<file path="src/rtl/bcd_sub_seq_if.sv">
// Handshake bundle for the digit-serial BCD subtractor: operand request
// (a, b) in, signed-magnitude result (diff, sign, err) out.
interface bcd_sub_seq_if #(
    parameter int NDIG = 4
);
    logic              in_valid;
    logic              in_ready;
    logic [4*NDIG-1:0] a;
    logic [4*NDIG-1:0] b;
    logic              out_valid;
    logic              out_ready;
    logic [4*NDIG-1:0] diff;
    logic              sign;
    logic              err;

    modport master (
        output in_valid, a, b, out_ready,
        input  in_ready, out_valid, diff, sign, err
    );

    modport slave (
        input  in_valid, a, b, out_ready,
        output in_ready, out_valid, diff, sign, err
    );
endinterface

</file>
<file path="src/rtl/bcd_sub_seq.sv">
// Digit-serial BCD subtractor: nine's-complement add pass (LSD first), then an
// end-around-carry or re-complement fix-up pass yielding signed-magnitude A - B.
module bcd_sub_seq #(
    parameter int NDIG = 4
) (
    input  logic            clk,
    input  logic            rst_n,
    bcd_sub_seq_if.slave    bus
);
    localparam int IW = (NDIG > 1) ? $clog2(NDIG) : 1;
    localparam logic [IW-1:0] LAST = IW'(NDIG - 1);

    typedef enum logic [1:0] {IDLE, ADD, FIX, DONE} state_t;

    state_t                 state_q, state_d;
    logic [NDIG-1:0][3:0]   a_q, a_d;
    logic [NDIG-1:0][3:0]   b_q, b_d;
    logic [NDIG-1:0][3:0]   s_q, s_d;
    logic [NDIG-1:0][3:0]   diff_q, diff_d;
    logic [IW-1:0]          idx_q, idx_d;
    logic                   carry_q, carry_d;
    logic                   pos_q, pos_d;
    logic                   fc_q, fc_d;
    logic                   zero_q, zero_d;
    logic                   sign_q, sign_d;
    logic                   err_q, err_d;

    logic                   in_bad;
    logic [3:0]             nine_b;
    logic [4:0]             t;
    logic [4:0]             t_adj;
    logic [4:0]             fix_sum;
    logic [3:0]             fix_dig;
    logic                   fix_carry;
    logic                   last;
    logic                   in_ready;
    logic                   out_valid;

    always_ff @(posedge clk or negedge rst_n) begin
        if (!rst_n) begin
            state_q <= IDLE;
            a_q     <= '0;
            b_q     <= '0;
            s_q     <= '0;
            diff_q  <= '0;
            idx_q   <= '0;
            carry_q <= 1'b0;
            pos_q   <= 1'b0;
            fc_q    <= 1'b0;
            zero_q  <= 1'b0;
            sign_q  <= 1'b0;
            err_q   <= 1'b0;
        end else begin
            state_q <= state_d;
            a_q     <= a_d;
            b_q     <= b_d;
            s_q     <= s_d;
            diff_q  <= diff_d;
            idx_q   <= idx_d;
            carry_q <= carry_d;
            pos_q   <= pos_d;
            fc_q    <= fc_d;
            zero_q  <= zero_d;
            sign_q  <= sign_d;
            err_q   <= err_d;
        end
    end

    always_comb begin
        state_d = state_q;
        a_d     = a_q;
        b_d     = b_q;
        s_d     = s_q;
        diff_d  = diff_q;
        idx_d   = idx_q;
        carry_d = carry_q;
        pos_d   = pos_q;
        fc_d    = fc_q;
        zero_d  = zero_q;
        sign_d  = sign_q;
        err_d   = err_q;

        in_bad = 1'b0;
        for (int i = 0; i < NDIG; i++) begin
            if (bus.a[4*i +: 4] > 4'd9 || bus.b[4*i +: 4] > 4'd9) begin
                in_bad = 1'b1;
            end
        end

        // Add-pass digit: nine's complement of b wraps mod 16 for bad digits.
        nine_b = 4'd9 - b_q[idx_q];
        t      = {1'b0, a_q[idx_q]} + {1'b0, nine_b} + {4'b0, carry_q};
        t_adj  = t + 5'd6;

        fix_sum   = {1'b0, s_q[idx_q]} + {4'b0, fc_q};
        fix_carry = pos_q && (fix_sum == 5'd10);
        if (pos_q) begin
            fix_dig = fix_carry ? 4'd0 : fix_sum[3:0];
        end else begin
            fix_dig = 4'd9 - s_q[idx_q];
        end

        last = (idx_q == LAST);

        case (state_q)
            IDLE: begin
                if (bus.in_valid) begin
                    a_d     = bus.a;
                    b_d     = bus.b;
                    err_d   = in_bad;
                    idx_d   = '0;
                    carry_d = 1'b0;
                    state_d = ADD;
                end
            end
            ADD: begin
                if (t > 5'd9) begin
                    s_d[idx_q] = t_adj[3:0];
                    carry_d    = 1'b1;
                end else begin
                    s_d[idx_q] = t[3:0];
                    carry_d    = 1'b0;
                end
                if (last) begin
                    pos_d   = carry_d;
                    fc_d    = 1'b1;
                    zero_d  = 1'b1;
                    idx_d   = '0;
                    state_d = FIX;
                end else begin
                    idx_d = idx_q + IW'(1);
                end
            end
            FIX: begin
                // Fixed digits overwrite S in place; the final carry is discarded.
                s_d[idx_q] = fix_dig;
                fc_d       = fix_carry;
                zero_d     = zero_q && (fix_dig == 4'd0);
                if (last) begin
                    diff_d  = s_d;
                    sign_d  = ~pos_q & ~zero_d;
                    idx_d   = '0;
                    state_d = DONE;
                end else begin
                    idx_d = idx_q + IW'(1);
                end
            end
            DONE: begin
                if (bus.out_ready) begin
                    state_d = IDLE;
                end
            end
            default: state_d = IDLE;
        endcase
    end

    always_comb begin
        in_ready  = (state_q == IDLE);
        out_valid = (state_q == DONE);
    end

    assign bus.in_ready  = in_ready;
    assign bus.out_valid = out_valid;
    assign bus.diff      = diff_q;
    assign bus.sign      = sign_q;
    assign bus.err       = err_q;
endmodule

</file>
<file path="src/flat_wrapper.sv">
// flat-port wrapper written by rule: the top's interface ports become plain ports
module bcd_sub_seq_flat 
#(
    parameter int NDIG = 4
)
  (clk, rst_n, bus_in_valid, bus_a, bus_b, bus_out_ready, bus_in_ready, bus_out_valid, bus_diff, bus_sign, bus_err);
  bcd_sub_seq_if #(.NDIG(NDIG)) bus_i ();
  input  logic clk;
  input  logic rst_n;
  input wire logic [$bits(bus_i.in_valid)-1:0] bus_in_valid;
  input wire logic [$bits(bus_i.a)-1:0] bus_a;
  input wire logic [$bits(bus_i.b)-1:0] bus_b;
  input wire logic [$bits(bus_i.out_ready)-1:0] bus_out_ready;
  output wire logic [$bits(bus_i.in_ready)-1:0] bus_in_ready;
  output wire logic [$bits(bus_i.out_valid)-1:0] bus_out_valid;
  output wire logic [$bits(bus_i.diff)-1:0] bus_diff;
  output wire logic [$bits(bus_i.sign)-1:0] bus_sign;
  output wire logic [$bits(bus_i.err)-1:0] bus_err;
  assign bus_i.in_valid = bus_in_valid;
  assign bus_i.a = bus_a;
  assign bus_i.b = bus_b;
  assign bus_i.out_ready = bus_out_ready;
  assign bus_in_ready = bus_i.in_ready;
  assign bus_out_valid = bus_i.out_valid;
  assign bus_diff = bus_i.diff;
  assign bus_sign = bus_i.sign;
  assign bus_err = bus_i.err;
  bcd_sub_seq #(.NDIG(NDIG)) u_core (.clk(clk), .rst_n(rst_n), .bus(bus_i));
endmodule
</file>
<file path="config.mk">
export PLATFORM = sky130hd
export DESIGN_NAME = bcd_sub_seq_flat
export DESIGN_NICKNAME = d
export VERILOG_FILES = /design/src/rtl/bcd_sub_seq_if.sv /design/src/rtl/bcd_sub_seq.sv /design/src/flat_wrapper.sv
export SDC_FILE = /design/constraint.sdc
export NUM_CORES = 1
export LEC_CHECK = 0
export ABC_AREA = 1
export CAP_MARGIN = 20
export CORE_ASPECT_RATIO = 1.25
export CORE_MARGIN = 8
export CORE_UTILIZATION = 33
export DETAILED_ROUTE_END_ITERATION = 10
export HOLD_SLACK_MARGIN = 0.02
export PLACE_DENSITY = 0.63
export SETUP_SLACK_MARGIN = 0.1
export SYNTH_ARGS = -nofsm -noshare
export SYNTH_HDL_FRONTEND = slang
export SYNTH_SLANG_ARGS = --single-unit
</file>
<file path="constraint.sdc">
create_clock -name clk -period 3.77 [get_ports clk]
set_input_delay 0.754 -clock clk [delete_from_list [all_inputs] [get_ports clk]]
set_output_delay 0.754 -clock clk [all_outputs]
set_load 0.01 [all_outputs]
</file>
==> flow_metrics.tcl <==
set metrics [dict create \
    tritoncts_num_sinks 74 \
    crit_type "reg -> reg" \
    syn_area_mm2 0.00427 \
    r2r_start "u_core.idx_q[0]$_DFFE_PN0P_" \
    critPathArrivalTime_ns 3.60 \
    nFillCells 1266 \
    gp_routability_congestion 0.893 \
    crit_start "u_core.idx_q[0]$_DFFE_PN0P_" \
    ys_seq_area_frac 0.434 \
    die_x_um 118 \
    antenna_found_initial 0 \
    clk_pin_slew_ns 0.06 \
    synthTopCellsByCount "132 x nand2_1, 74 x dfrtp_1, 42 x inv_1" \
    start_util 0.337 \
    whs_ns 0.478 \
    grt_pass1_vias 3767 \
    synth-main-ff-cell "dfrtp_1" \
    yosysTopAreaCellShare 0.434 \
    fin_skew_ns 0.00940 \
    num_vias 3670 \
    dpl.hpwl_um 8460 \
    reg2reg_slack_ns 0.39 \
    cts_buffer_depth 2 \
    finalWirelength_um 11100 \
    synth_warnings 0 \
    drive_gt1_frac 0.155 \
    hp-class "reg -> reg" \
    slew_viol_final 0 \
    htree_levels 3 \
    cts-root-buf "clkbuf_16" \
    yosysMostFrequentCell "nand2_1" \
    rows 46 \
    synth.net_count 568 \
    hold_depth 2 \
    tns_ns 0 \
    final_util 0.417 \
    dp_slack_ns 0.271 \
    synth_area_leaders "dfrtp_1 43%, nand2_1 12%, mux2_2 7.6%" \
    outcome "finished clean" \
    cp-start-kind "flip-flop" \
    rsz0062_at_grt "false" \
    boundaryPins 56 \
    grt_max_degree 75 \
    worst_pin_slew_ns 0.928 \
    setup_viol 0 \
    diodes 0 \
    die_y_um 143 \
    layout_setup_ws_ns 0.391 \
    synth-edff-count 0 \
    synth_cell_types 35 \
    routedWlPerCell_um 14.9 \
    drtPass1Iterations 4 \
    overflow 0 \
    drt_iter0_drc 223 \
    numCtsBuffers 9 \
    period_needed_ns 3.38 \
    cts_tree "done" \
    io_buffers 55 \
    multi_input_area_mm2 0.00214 \
    crit_required_ns 3.99 \
    r2r_end "u_core.s_q[3]$_DFFE_PN0P_" \
    async_flop_share 1.00 \
    drc 0 \
    viasPerCell 4.94 \
    nets 625 \
    synth_area_leader_cell "dfrtp_1" \
    clock_latency_ns 0.33 \
    synthCells 513 \
    design.core.area_mm2 0.0127 \
    seq_area_mm2 0.00185 \
    grt_pass1_wl_um 18500 \
    end_kind "flip-flop" \
    whs_endpoint "u_core.bus.diff[3]$_DFFE_PN0P_" \
    hold_start "u_core.bus.diff[3]$_DFFE_PN0P_" \
    grt_usage 0.135 \
    areaGrowthSynthToFinish_pct 23.5 \
    avgSynthCellArea_um2 8.32 \
    ant_nets 0 \
    dieArea_mm2 0.0169 \
    hold_viol_final 0 \
    fin_crit_sh 0.896 \
    yosys_register_bits 74 \
    max_slew_margin 0.381 \
    reg2reg_depth 16 \
    crit_fanout 25 \
    cap_violations 0 \
    max_freq_mhz 296 \
]
[layer usage]
metal	wire length, um	share of wire	vias to the layer above	global-route usage
met2	5300	0.48	118	0.231
li1	-	-	1801	-
met4	269	0.024	0	0.0514
met1	4830	0.44	1733	0.156
met3	683	0.062	18	0.0379
met5	0	0	-	0
[flip-flops by register name, summed over array words and instances, names as in the netlist, 2 cells and up]
| signal | flops |
|---|---|
| u_core.b_q | 16 |
| u_core.a_q | 16 |
| u_core.bus.diff | 16 |
| u_core.idx_q | 2 |
| u_core.s_q | 16 |
| u_core.state_q | 2 |
[critical path, cell delays in order, from the launching register on]
cell and delay (ns):
dfrtp_2 0.56, inv_8 0.22, nand2_1 0.07, a32oi_1 0.35, inv_1 0.08, ha_1 0.30
ha_1 0.34, xnor2_1 0.28, ha_1 0.21, nand2_1 0.05, a21boi_1 0.12, nand2_1 0.12
nand2_2 0.10, nand3b_1 0.10, nand2_1 0.12, a21oi_1 0.16, a21oi_1 0.08
[area by class of cell]
type / count / area share
inverter: 47 / 0.0353
clock buffer: 12 / 0.0505
sequential: 74 / 0.351
multi-input combinational: 377 / 0.406
timing repair buffer: 61 / 0.112
tap: 168 / 0.0398
clock inverter: 4 / 0.00474
[metrics by stage]
step | cells | instance area (um^2)
CTS | 743 | 5270
global route | 743 | 5280
finish | 743 | 5280
global placement | 727 | 4980
detailed placement | 727 | 4980
floorplan | 513 | 4270
[what timing repair did]
action                                 in CTS  in global routing
endpoints found under the hold margin       0                  0
setup endpoints to repair                   0                 12
hold buffers                                0                  0
resized for setup                           0                  1
setup buffers                               0                  0
[cells by family (layout without fill, tap and decap cells)]
family	count (synthesis)	in the layout	synth area share
mux	29	29	0.0765
fa+ha+maj	19	19	0.0592
buf+inv	62	124	0.0645
xor+xnor	3	3	0.00615
flops	74	74	0.434
simple gates	239	239	0.248
compound gates	87	87	0.112
[worst max path at each step]
| stage | end | cells after the start |
|---|---|---|
| 2_1_floorplan | u_core.s_q[11]$_DFFE_PN0P_ | 18 |
| 3_3_place_gp | u_core.s_q[3]$_DFFE_PN0P_ | 16 |
| 3_5_place_dp | u_core.s_q[3]$_DFFE_PN0P_ | 16 |
| 4_1_cts | u_core.s_q[3]$_DFFE_PN0P_ | 16 |
| 5_1_grt | u_core.s_q[3]$_DFFE_PN0P_ | 17 |
| 6_report | u_core.s_q[3]$_DFFE_PN0P_ | 16 |
[layout by cell type (no fill, tap or decap), types with 2 or more instances in the layout]
master,instances
nor2_2,3
o21ai_2,2
a32o_1,2
nand2_1,132
clkinvlp_4,2
or2_2,5
nand3_2,6
fa_1,2
a21oi_1,34
clkinv_2,2
nand2_2,12
clkdlybuf4s50_1,54
ha_1,17
clkbuf_16,9
inv_1,42
clkbuf_8,3
nand2_4,2
nand3b_1,2
dfrtp_1,73
mux2_2,29
nand3_1,38
a32oi_1,2
inv_2,3
o21ai_1,7
nor2_1,37
buf_4,6
o21ai_0,33
xnor2_1,2
o22ai_1,4
Power is left out: the tool's default activity adds up to more than one toggle a clock period on the data nets, which glitch-free logic cannot reach.
